$ cat config.mk
export PLATFORM = sky130hd
export DESIGN_NAME = rng_sched
export DESIGN_NICKNAME = d
export VERILOG_FILES = /design/src/rtl/rng_sched.sv
export SDC_FILE = /design/constraint.sdc
export NUM_CORES = 1
export LEC_CHECK = 0
export ABC_AREA = 1
export CORE_AREA = 2 2 61 63
export CTS_CLUSTER_SIZE = 25
export DETAILED_ROUTE_END_ITERATION = 6
export DIE_AREA = 0 0 63 65
export GPL_TIMING_DRIVEN = 0
export PLACE_DENSITY = 0.63
export SLEW_MARGIN = 20
export SYNTH_ARGS = -nofsm -noshare
export SYNTH_HDL_FRONTEND = slang
export SYNTH_SLANG_ARGS = --single-unit
$ cat constraint.sdc
create_clock -name clk -period 1.95 [get_ports clk]
set_input_delay 0.2925 -clock clk [delete_from_list [all_inputs] [get_ports clk]]
set_output_delay 0.2925 -clock clk [all_outputs]
set_load 0.02 [all_outputs]
$ cat src/rtl/rng_sched.sv
// Round-robin scheduler sharing one 4-bit Fibonacci LFSR (x^4+x^3+1) among NREQ requesters.
// Latency: req sampled in IDLE at edge k -> gnt/valid pulse in the cycle after edge k+STEPS+1.
// Backpressure: none; requesters hold req until gnt, and seed_load outside IDLE is dropped.
module rng_sched #(
   parameter int         NREQ         = 4,
   parameter int         STEPS        = 4,
   parameter logic [3:0] DEFAULT_SEED = 4'b1001
) (
   input  logic            clk,
   input  logic            reset,
   input  logic            seed_load,
   input  logic [3:0]      seed,
   input  logic [NREQ-1:0] req,
   output logic [NREQ-1:0] gnt,
   output logic            valid,
   output logic [3:0]      rnd,
   output logic            busy,
   output logic            lock_err
);

   localparam int PW = $clog2(NREQ);

   typedef enum logic [1:0] {
      IDLE    = 2'd0,
      STEP    = 2'd1,
      DELIVER = 2'd2
   } state_t;

   state_t          state_q, state_d;
   logic [3:0]      lfsr_q, lfsr_d;
   logic [PW-1:0]   rr_ptr_q, rr_ptr_d;
   logic [PW-1:0]   winner_q, winner_d;
   logic [3:0]      step_cnt_q, step_cnt_d;
   logic [NREQ-1:0] gnt_q, gnt_d;
   logic            valid_q, valid_d;
   logic [3:0]      rnd_q, rnd_d;
   logic            busy_q, busy_d;
   logic            lock_err_q, lock_err_d;

   logic            arb_found;
   logic [PW-1:0]   arb_idx;
   logic [PW-1:0]   cand_idx;
   int              cand;
   logic [3:0]      lfsr_adv;

   // One LFSR advance: shift left, feedback from taps 3 and 2.
   assign lfsr_adv = {lfsr_q[2:0], lfsr_q[3] ^ lfsr_q[2]};

   // Round-robin pick: first requester set, scanning upward from the one after rr_ptr.
   always_comb begin
      arb_found = 1'b0;
      arb_idx   = '0;
      cand      = 0;
      cand_idx  = '0;
      for (int i = 1; i <= NREQ; i++) begin
         cand     = (int'(rr_ptr_q) + i) % NREQ;
         cand_idx = PW'(cand);
         if (!arb_found && req[cand_idx]) begin
            arb_found = 1'b1;
            arb_idx   = cand_idx;
         end
      end
   end

   // Next-state and next-output logic for the IDLE -> STEP -> DELIVER cycle.
   always_comb begin
      state_d    = state_q;
      lfsr_d     = lfsr_q;
      rr_ptr_d   = rr_ptr_q;
      winner_d   = winner_q;
      step_cnt_d = step_cnt_q;
      gnt_d      = '0;
      valid_d    = 1'b0;
      rnd_d      = rnd_q;
      lock_err_d = lock_err_q;
      case (state_q)
         IDLE: begin
            // A seed load takes the slot; any pending request is arbitrated next cycle.
            if (seed_load) begin
               if (seed == 4'b0000) begin
                  lfsr_d     = DEFAULT_SEED;
                  lock_err_d = 1'b1;
               end else begin
                  lfsr_d = seed;
               end
            end else if (arb_found) begin
               winner_d   = arb_idx;
               step_cnt_d = 4'd0;
               state_d    = STEP;
            end
         end
         STEP: begin
            // An all-zero state would lock the LFSR; repair it, still counting as an advance.
            if (lfsr_q == 4'b0000) begin
               lfsr_d     = DEFAULT_SEED;
               lock_err_d = 1'b1;
            end else begin
               lfsr_d = lfsr_adv;
            end
            step_cnt_d = step_cnt_q + 4'd1;
            if (step_cnt_q == 4'(STEPS - 1)) begin
               state_d = DELIVER;
            end
         end
         DELIVER: begin
            gnt_d    = {{(NREQ-1){1'b0}}, 1'b1} << winner_q;
            valid_d  = 1'b1;
            rnd_d    = lfsr_q;
            rr_ptr_d = winner_q;
            state_d  = IDLE;
         end
         default: begin
            state_d = IDLE;
         end
      endcase
      busy_d = (state_d != IDLE);
   end

   // State and registered outputs; reset discards any in-flight grant.
   always_ff @(posedge clk or posedge reset) begin
      if (reset) begin
         state_q    <= IDLE;
         lfsr_q     <= DEFAULT_SEED;
         rr_ptr_q   <= PW'(NREQ - 1);
         winner_q   <= '0;
         step_cnt_q <= 4'd0;
         gnt_q      <= '0;
         valid_q    <= 1'b0;
         rnd_q      <= 4'd0;
         busy_q     <= 1'b0;
         lock_err_q <= 1'b0;
      end else begin
         state_q    <= state_d;
         lfsr_q     <= lfsr_d;
         rr_ptr_q   <= rr_ptr_d;
         winner_q   <= winner_d;
         step_cnt_q <= step_cnt_d;
         gnt_q      <= gnt_d;
         valid_q    <= valid_d;
         rnd_q      <= rnd_d;
         busy_q     <= busy_d;
         lock_err_q <= lock_err_d;
      end
   end

   assign gnt      = gnt_q;
   assign valid    = valid_q;
   assign rnd      = rnd_q;
   assign busy     = busy_q;
   assign lock_err = lock_err_q;

endmodule

==> reports/metrics.yaml, run 1 <==
run_status:
  outcome: "finished clean"
timing:
  min_period_ns: 1.62
  rsz0062_at_grt: "no"
  clock_skew_ns: 0.00837
  tightest_slew_ns: 0.905
  fin_crit_sh_pct: 82.8
  tns_ns: 0
  finalSetupViolCount: 0
  layout_setup_ws_ns: 0.335
  relSlewSlack_pct: 39.6
  drv_slew: 0
  report.final.hold_viol_count: 0
  max_clock_freq_mhz: 619
die:
  die-area_um2: 4100
  io-pin-count: 22
  die_width_um: 63
  coreArea_um2: 3500
  start_util_pct: 37.5
  num_rows: 22
  die_h_um: 65
global_route:
  antenna_found_initial: 0
  grt-ovfl-total: 0
  grt_first_pass_wirelength_um: 4420
  grt_pass1_vias: 1044
  grt_max_degree: 26
  grt_util_all_layers_pct: 13.3
power_and_ir_drop:
  p_leak_uw: 0.000782
  switchingPower_uw: 1050
  power.internal_uw: 1290
  pwr-share-seq_pct: 36.7
  comb_power_share_pct: 53.6
  powerDensity_nw_per_um2: 1460
  clkPwrFrac_pct: 9.7
  ir_worst_vdd_uv: 652
  swShare_pct: 44.7
final_layout:
  drive_gt1_share_pct: 17.1
  final_nets: 201
  diodes: 0
  synthToLayoutAreaGrowth_pct: 22.7
cts:
  clk_pin_slew_ns: 0.14
  htree_levels: 1
  cts_buffers: 3
  post-cts-setup-buffers: 0
  cts_tree: "yes"
  root_buffer: "clkbuf_4"
  clock_path_buffers: 2
  cts_hold_buf: 0
  clock_sinks: 25
  cts_resized: 0
  clock_latency_ns: 0.31
route:
  num_vias: 1072
  drt-initial-drc-count: 67
  avgRoutedWirePerCell_um: 10.2
  antenna_left: 0
  postRouteWirelength_um: 2390
  drc: 0
  viasPerCell: 4.56
  firstDrtPassIters: 4
synth:
  avgSynthCellArea_um2: 8.09
  syn_area_um2: 1310
  ys_warn_count: 0
  yosys.area.top_type: "dfrtp_1"
  synth_edf_count: 0
  yosysSeqAreaShare_pct: 48.1
  syn_inst: 162
  synth.most_common_cell: "nand2_1"
  synth_top_cells_by_count: "nand2_1 (44), dfrtp_1 (21), inv_1 (16), nor2_1 (14), o21ai_0 (12)"
  synth.distinct_cells: 26
  synthArstFlopShare_pct: 100
  yosysTopAreaCellShare_pct: 40.1
  synthFlopType: "dfrtp_1"
  ys_top_cells_by_area: "dfrtp_1 (40%), nand2_1 (13%), dfstp_2 (8.0%)"
  ys_seq_elements: 25
  syn-num-nets: 175
critical_path:
  ff2ff_path_depth: 12
  worstSetupPathType: "reg -> reg"
  r2r-start: "rr_ptr_q[0]"
  endpoint_kind: "flip-flop"
  startpoint: "rr_ptr_q[0]"
  worstPathRequired_ns: 2.17
  worstPathArrival_ns: 1.83
  crit_fanout: 9
  worst_setup_path_start_kind: "flip-flop"
placement:
  post-dp-hpwl_um: 1860
  dp_slack_ns: 0.277
  numPortBuffers: 21
  gp_congestion: 0.869
min_path:
  min_path_type: "in -> async"
run:
  drv_cap: 0
worst paths after layout:
| check | to | slack [ns] |
|---|---|---|
| worst max-delay path | winner_q[1] | 0.33 |
| worst min-delay path | gnt[1] | 0.46 |
| worst max register to register | winner_q[1] | 0.33 |
| worst min register to register | lock_err | 0.49 |
| max in group asynchronous | step_cnt_q[2] | 0.93 |
| min in group clk | lock_err | 0.49 |
state kept, by name, summed over array words and instances, names as in the netlist:
register    count
lfsr_q          4
lock_err        1
step_cnt_q      4
busy            1
gnt             4
rr_ptr_q        2
rnd             4
winner_q        2
state_q         2
valid           1
power by group through the flow:
stage	sequential, µW	clock, µW	combinational, µW
4_1_cts	863	237	1270
6_report	858	228	1250
3_3_place_gp	868	0	1240
5_1_grt	891	263	1440
3_5_place_dp	872	0	1270
2_1_floorplan	920	0	890
stage by stage:
| step | instances | hold WS (ns) | cell area (µm²) | power (µW) | utilization (%) |
|---|---|---|---|---|---|
| 2_1_floorplan | 162 | 0.317 | 1310 | 1810 | - |
| 3_3_place_gp | 231 | 0.461 | 1580 | 2110 | 45.2 |
| 3_5_place_dp | 231 | 0.459 | 1580 | 2140 | 45.2 |
| 4_1_cts | 235 | 0.494 | 1610 | 2370 | 46.0 |
| 5_1_grt | 235 | 0.510 | 1610 | 2590 | 46.0 |
| 6_report | 235 | 0.463 | 1610 | 2340 | 46.0 |
critical path, cell delays in order (launching register included):
cell and delay, ns:
dfstp_2 0.54, buf_4 0.17, inv_6 0.07, nand2_1 0.07, nand2_2 0.07, nand2_2 0.07
nand2_2 0.07, nor2_4 0.10, nand3_2 0.10, nand2_4 0.12, inv_2 0.04, nand2_1 0.05
nand2_1 0.04
layout by cell type (no fill, tap or decap):
master / Yosys / routed
o21ai_0: 12 / 12
nand2_4: 3 / 3
or2_2: 1 / 1
inv_2: 3 / 3
nand3_1: 10 / 10
o221ai_1: 2 / 2
nor3_1: 3 / 3
dfrtp_1: 21 / 21
ha_1: 2 / 2
inv_1: 16 / 16
inv_6: 1 / 1
clkdlybuf4s50_1: 0 / 21
clkbuf_4: 0 / 3
a21oi_1: 4 / 4
buf_4: 1 / 1
nor2_4: 2 / 2
nand2_1: 44 / 44
o211ai_1: 1 / 1
nor2_1: 14 / 14
clkinv_2: 0 / 1
a31o_2: 1 / 1
nand4_1: 2 / 2
nor2_2: 1 / 1
clkinv_1: 1 / 1
clkbuf_1: 1 / 1
nand3_2: 1 / 1
dfstp_2: 4 / 4
xor2_1: 1 / 1
nand2_2: 10 / 10
per-layer routing:
layer,track usage [%],wire [µm],part of all wire [%]
met5,0,0,0
met4,5.00,14,0.59
met3,2.08,59,2.5
met2,23.5,1210,51
met1,16.4,1110,46
kinds of logic (layout without fill, tap and decap cells):
family          count (synthesis)  in the layout  synth area share (%)
simple gates                   91             91                  33.3
compound gates                 20             20                  8.69
xor+xnor                        1              1                 0.669
buf+inv                        23             48                  7.26
fa+ha+maj                       2              2                  1.91
flops                          25             25                  48.1
area by class of cell:
type / instances / area, µm²
inverter: 21 / 83.8
multi-input combinational: 114 / 584
clock inverter: 1 / 5.00
fill: 357 / 1890
clock buffer: 3 / 22.5
timing repair buffer: 21 / 210
buffer: 2 / 11.3
tap: 48 / 60.1
sequential: 25 / 631
Note: power is estimated with default switching activity, not from simulation.
==> inputs of run 2 (changes only) <==
- PLACE_DENSITY: 0.63 -> 0.65
- clock period: 1.95 -> 1.4 ns (I/O delays scaled with it)
==> reports/metrics.yaml, run 2 (same netlist as run 1, synthesis figures left out) <==
final_layout:
  layout_common_cells: "nand2_1 (42), dfrtp_1 (21), inv_1 (16)"
  drive_gt1_share_pct: 26.3
  final_common_cell: "nand2_1"
  final_nets: 212
  synthToLayoutAreaGrowth_pct: 34.1
  diodes: 0
  utilization_pct: 50.3
  fillCellCount: 353
placement:
  post-dp-hpwl_um: 1860
  numPortBuffers: 21
  gp_congestion: 0.813
  dp_slack_ns: -0.204
critical_path:
  crit_buf_inv: 2
  cpPeakStageDelay_ns: 0.56
  startpoint: "rr_ptr_q[0]"
  worst_setup_path_start_kind: "flip-flop"
  worstPathArrival_ns: 1.81
  path_cells: "buf_6 > inv_4 > nand2_2 > nand2_1 > nor2_2 > nor2_2 > nand3_4 > nand2_8 > nor2_2 > nor2_1"
  worstPathRequired_ns: 1.62
  ff2ff_path_depth: 10
  critPathTopFamily: "simple AND/OR/NAND/NOR gates"
  crit_fanout: 8
  worstSetupPathType: "reg -> reg"
  crit_path_top_delay_cell: "dfstp_2"
  cp.depth: 10
  cpMostUsedCell: "nor2_2"
  r2r-start: "rr_ptr_q[0]"
  reg2reg_to: "winner_q[0]"
  endpoint_kind: "flip-flop"
  r2r_setup_slack_ns: -0.19
timing:
  clock_skew_ns: 0.00898
  tightest_slew_ns: 0.900
  fin_crit_sh_pct: 113
  min_period_ns: 1.59
  whs_ns: 0.377
  max_clock_freq_mhz: 630
  layout_setup_ws_ns: -0.188
  rsz0062_at_grt: "yes"
  drv_slew: 0
  finalSetupViolCount: 8
  relSlewSlack_pct: 39.9
  report.final.hold_viol_count: 0
die:
  io-pin-count: 22
  coreArea_um2: 3500
  die_width_um: 63
  die-area_um2: 4100
  start_util_pct: 37.5
  num_rows: 22
  die_h_um: 65
global_route:
  grt_util_all_layers_pct: 14.2
  grt_first_pass_wirelength_um: 4680
  grt-ovfl-total: 0
  grt_max_degree: 26
  grt_pass1_vias: 1159
  antenna_found_initial: 0
power_and_ir_drop:
  pwr-share-seq_pct: 32.6
  powerDensity_nw_per_um2: 2100
  p_leak_uw: 0.000892
  comb_power_share_pct: 58.4
  ir_worst_vdd_uv: 898
  switchingPower_uw: 1700
  power.internal_uw: 1990
  swShare_pct: 46.2
  clkPwrFrac_pct: 9.1
cts:
  htree_levels: 1
  clock_sinks: 25
  clock_latency_ns: 0.32
  clock_path_buffers: 2
  cts_tree: "yes"
  clk_pin_slew_ns: 0.14
  root_buffer: "clkbuf_4"
  cts_buffers: 3
run_status:
  violations: "setup timing"
  outcome: "finished, violations left"
route:
  num_vias: 1192
  postRouteWirelength_um: 2790
  avgRoutedWirePerCell_um: 11.3
  viasPerCell: 4.85
  antenna_left: 0
  drt-initial-drc-count: 27
  firstDrtPassIters: 4
  drc: 0
run:
  drv_cap: 0
min_path:
  min_path_type: "in -> async"
-- run 2: final cells by class --
cell class | count | area [µm²] | area share [%]
Tap cell | 48 | 60.1 | 3.42
Timing Repair Buffer | 31 | 269 | 15.3
Clock inverter | 1 | 8.76 | 0.499
Multi-Input combinational cell | 114 | 657 | 37.4
Sequential cell | 25 | 631 | 35.9
Buffer | 2 | 15.0 | 0.855
Timing Repair inverter | 1 | 6.26 | 0.356
Clock buffer | 3 | 22.5 | 1.28
Inverter | 21 | 87.6 | 4.99
-- run 2: timing repair --
action,CTS,global route
hold endpoints to repair,0,0
resized for setup,23,7
gates cloned,2,0
setup endpoints to repair,21,10
setup buffers,5,4
hold buffers,0,0
pin swaps,5,0
-- run 2: power groups by stage --
stage               Clock, µW  Combinational [µW]  Sequential [µW]
finish                    335                2160             1200
CTS                       351                1940             1210
detailed placement          0                1790             1220
floorplan                   0                1250             1280
global route              386                2430             1240
global placement            0                1730             1210
-- run 2: worst max path at each step --
stage                   to  slack [ns]
2_1_floorplan  winner_q[1]       -0.05
3_3_place_gp   winner_q[1]       -0.16
3_5_place_dp   winner_q[1]       -0.20
4_1_cts        winner_q[1]       -0.18
5_1_grt        winner_q[0]       -0.32
6_report       winner_q[0]       -0.19
-- run 2: metrics by stage --
stage | power, µW | TNS (ns) | cell area, µm² | instances
after floorplan | 2530 | -0.0468 | 1310 | 162
after global placement | 2940 | -1.17 | 1580 | 231
after detailed placement | 3010 | -1.75 | 1580 | 231
after CTS | 3510 | -1.15 | 1700 | 242
after global routing | 4060 | -2.26 | 1760 | 246
final | 3690 | -1.17 | 1760 | 246
-- run 2: per-layer routing --
layer	wire, µm	global-route usage, %	vias to the layer above	share of wire (%)
li1	-	-	592	-
met1	1150	15.2	558	41
met2	1460	26.3	32	52
met3	102	2.43	10	3.7
met4	82	8.33	0	2.9
met5	0	0	-	0
==> inputs of run 3 (changes only) <==
- ABC_AREA: 1 -> unset
- CORE_AREA: 2 2 61 63 -> 2 2 57 59
- DIE_AREA: 0 0 63 65 -> 0 0 59 61
==> reports/metrics.yaml, run 3 <==
run_status:
  outcome: "finished clean"
global_route:
  grt_pass1_vias: 846
  grt-ovfl-total: 0
  grt_max_degree: 26
  antenna_found_initial: 0
  grt_first_pass_wirelength_um: 3620
  grt_util_all_layers_pct: 13.2
route:
  met1_length_um: 910
  routed-wl-met3_um: 112
  dr_wl_met2_um: 975
  drt-initial-drc-count: 19
  top_layer_used: "met4"
  drc: 0
  num_vias: 886
  viasPerCell: 5.27
  postRouteWirelength_um: 2030
  avgRoutedWirePerCell_um: 12.1
  firstDrtPassIters: 4
  antenna_left: 0
critical_path:
  endpoint_kind: "flip-flop"
  critPathTopFamily: "flip-flops"
  r2r_setup_slack_ns: 0.1
  worstSetupPathType: "reg -> reg"
  r2r-start: "lfsr_q[3]"
  crit_fanout: 3
  worstPathRequired_ns: 1.62
  crit_path_top_delay_cell: "dfstp_2"
  reg2reg_to: "lock_err"
  worst_setup_path_start_kind: "flip-flop"
  cpPeakStageDelay_ns: 0.54
  worstPathArrival_ns: 1.53
  ff2ff_path_depth: 5
  crit_buf_inv: 1
  path_cells: "inv_1 > ha_1 > nand2b_1 > o21ai_1 > a31o_2"
synth:
  synth_edf_count: 0
  ys_warn_count: 0
  synth.most_common_cell: "dfrtp_1"
  yosysSeqAreaShare_pct: 54.4
  syn_area_um2: 1160
  synthFlopType: "dfrtp_1"
  syn_inst: 110
  synth.distinct_cells: 35
  synth_top_cells_by_count: "dfrtp_1 (21), nand2_1 (18), nor2_1 (9), inv_1 (7), o21ai_0 (7)"
  syn-num-nets: 123
  yosys.area.top_type: "dfrtp_1"
  yosysTopAreaCellShare_pct: 45.4
  ys_top_cells_by_area: "dfrtp_1 (45%), dfstp_2 (9.1%), nand2_1 (5.8%)"
  avgSynthCellArea_um2: 10.5
  ys_seq_elements: 25
  synthArstFlopShare_pct: 100
min_path:
  min_path_type: "in -> async"
final_layout:
  final_cell_area_um2: 1420
  layoutNonFillerInstCount: 168
  final_common_cell: "dfrtp_1"
  synthToLayoutAreaGrowth_pct: 22.9
  diodes: 0
  drive_gt1_share_pct: 14.8
  final_nets: 149
  layout_common_cells: "dfrtp_1 (21), nand2_1 (18), dlygate4sd2_1 (11)"
  utilization_pct: 48.2
placement:
  dpl_cell_area_um2: 1410
  gp_congestion: 0.806
  post-dp-hpwl_um: 1550
  numPortBuffers: 21
  dp_slack_ns: -0.180
  post-place-cells: 164
run:
  drv_cap: 0
timing:
  tightest_slew_ns: 0.912
  max_clock_freq_mhz: 768
  clock_skew_ns: 0.00743
  fin_crit_sh_pct: 93.0
  rsz0062_at_grt: "no"
  drv_slew: 0
  min_period_ns: 1.30
  relSlewSlack_pct: 39.1
  finalSetupViolCount: 0
  report.final.hold_viol_count: 0
  layout_setup_ws_ns: 0.0983
cts:
  clock_latency_ns: 0.31
  cts_tree: "yes"
  root_buffer: "clkbuf_4"
  clock_sinks: 25
  clk_pin_slew_ns: 0.14
  cts_hold_buf: 0
  htree_levels: 1
  cts_buffers: 3
  clock_path_buffers: 2
die:
  coreArea_um2: 2950
  io-pin-count: 22
  die_h_um: 61
  start_util_pct: 39.2
  num_rows: 20
  die-area_um2: 3600
  die_width_um: 59
power_and_ir_drop:
  powerDensity_nw_per_um2: 1870
  p_leak_uw: 0.000652
  finalPower_uw: 2660
  ir_worst_vdd_uv: 732
-- run 3: cell types whose count changed after synthesis, sizes merged, moves of 3 or more --
cell / previous run / this run
nand2: 57 / 18
inv: 20 / 7
nand3: 11 / 2
nor2: 17 / 10
nand2b: 0 / 6
o21ai: 12 / 9
-- run 3: how the worst max path moves through the flow --
| stage | from | endpoint | slack [ns] | depth (start not counted) |
|---|---|---|---|---|
| finish | lfsr_q[3] | lock_err | 0.1 | 5 |
| global route | lfsr_q[2] | lfsr_q[3] | 0.02 | 6 |
| CTS | lfsr_q[3] | lock_err | 0.10 | 5 |
| detailed placement | req[1] | step_cnt_q[3] | -0.18 | 5 |
| global placement | req[1] | step_cnt_q[3] | -0.16 | 5 |
| floorplan | lfsr_q[3] | lock_err | 0.19 | 5 |
-- run 3: cell families (layout without fill, tap and decap cells) --
| group | after synthesis | in the layout | share of synthesized area [%] |
|---|---|---|---|
| AOI/OAI and AO/OA | 26 | 26 | 15.1 |
| adders and majority gates | 2 | 2 | 2.16 |
| buffers and inverters | 10 | 35 | 4.64 |
| DFF | 25 | 25 | 54.4 |
| and+or+nand+nor | 47 | 47 | 23.7 |
-- run 3: timing repair --
| item | CTS | global route |
|---|---|---|
| setup endpoints to repair | 11 | 0 |
| buffers inserted | 0 | 0 |
| hold endpoints to repair | 0 | 0 |
| gates resized for setup | 11 | 0 |
-- run 3: through the flow --
stage | setup TNS, ns | hold WS [ns]
2_1_floorplan | 0 | 0.234
3_3_place_gp | -1.04 | 0.455
3_5_place_dp | -1.18 | 0.459
4_1_cts | 0 | 0.409
5_1_grt | 0 | 0.450
6_report | 0 | 0.373
-- run 3: per-layer routing --
layer | vias up | GRT usage, %
li1 | 433 | -
met5 | - | 0
met3 | 4 | 2.56
met4 | 0 | 6.17
met2 | 25 | 21.6
met1 | 424 | 16.8
-- run 3: report_power, final --
part / internal (µW) / leakage, µW / switching (µW)
combinational: 491 / 0.000338 / 593
sequential: 1040 / 0.000296 / 214
clock: 107 / 0.0000177 / 215
-- run 3: cell type report --
| type | instances | area (µm²) |
|---|---|---|
| buffer | 3 | 27.5 |
| multi-input combinational | 75 | 474 |
| clock buffer | 3 | 22.5 |
| sequential | 25 | 631 |
| tap | 33 | 41.3 |
| timing repair buffer | 21 | 196 |
| inverter | 7 | 26.3 |
| fill | 290 | 1530 |
| clock inverter | 1 | 5.00 |
-- run 3: worst register-to-register path: cells and delay by family (launching register included) --
| kind | cells | cell delay [ns] |
|---|---|---|
| buf+inv | 1 | 0.05 |
| simple gates | 1 | 0.08 |
| compound gates | 2 | 0.35 |
| flops | 1 | 0.54 |
| fa+ha+maj | 1 | 0.19 |
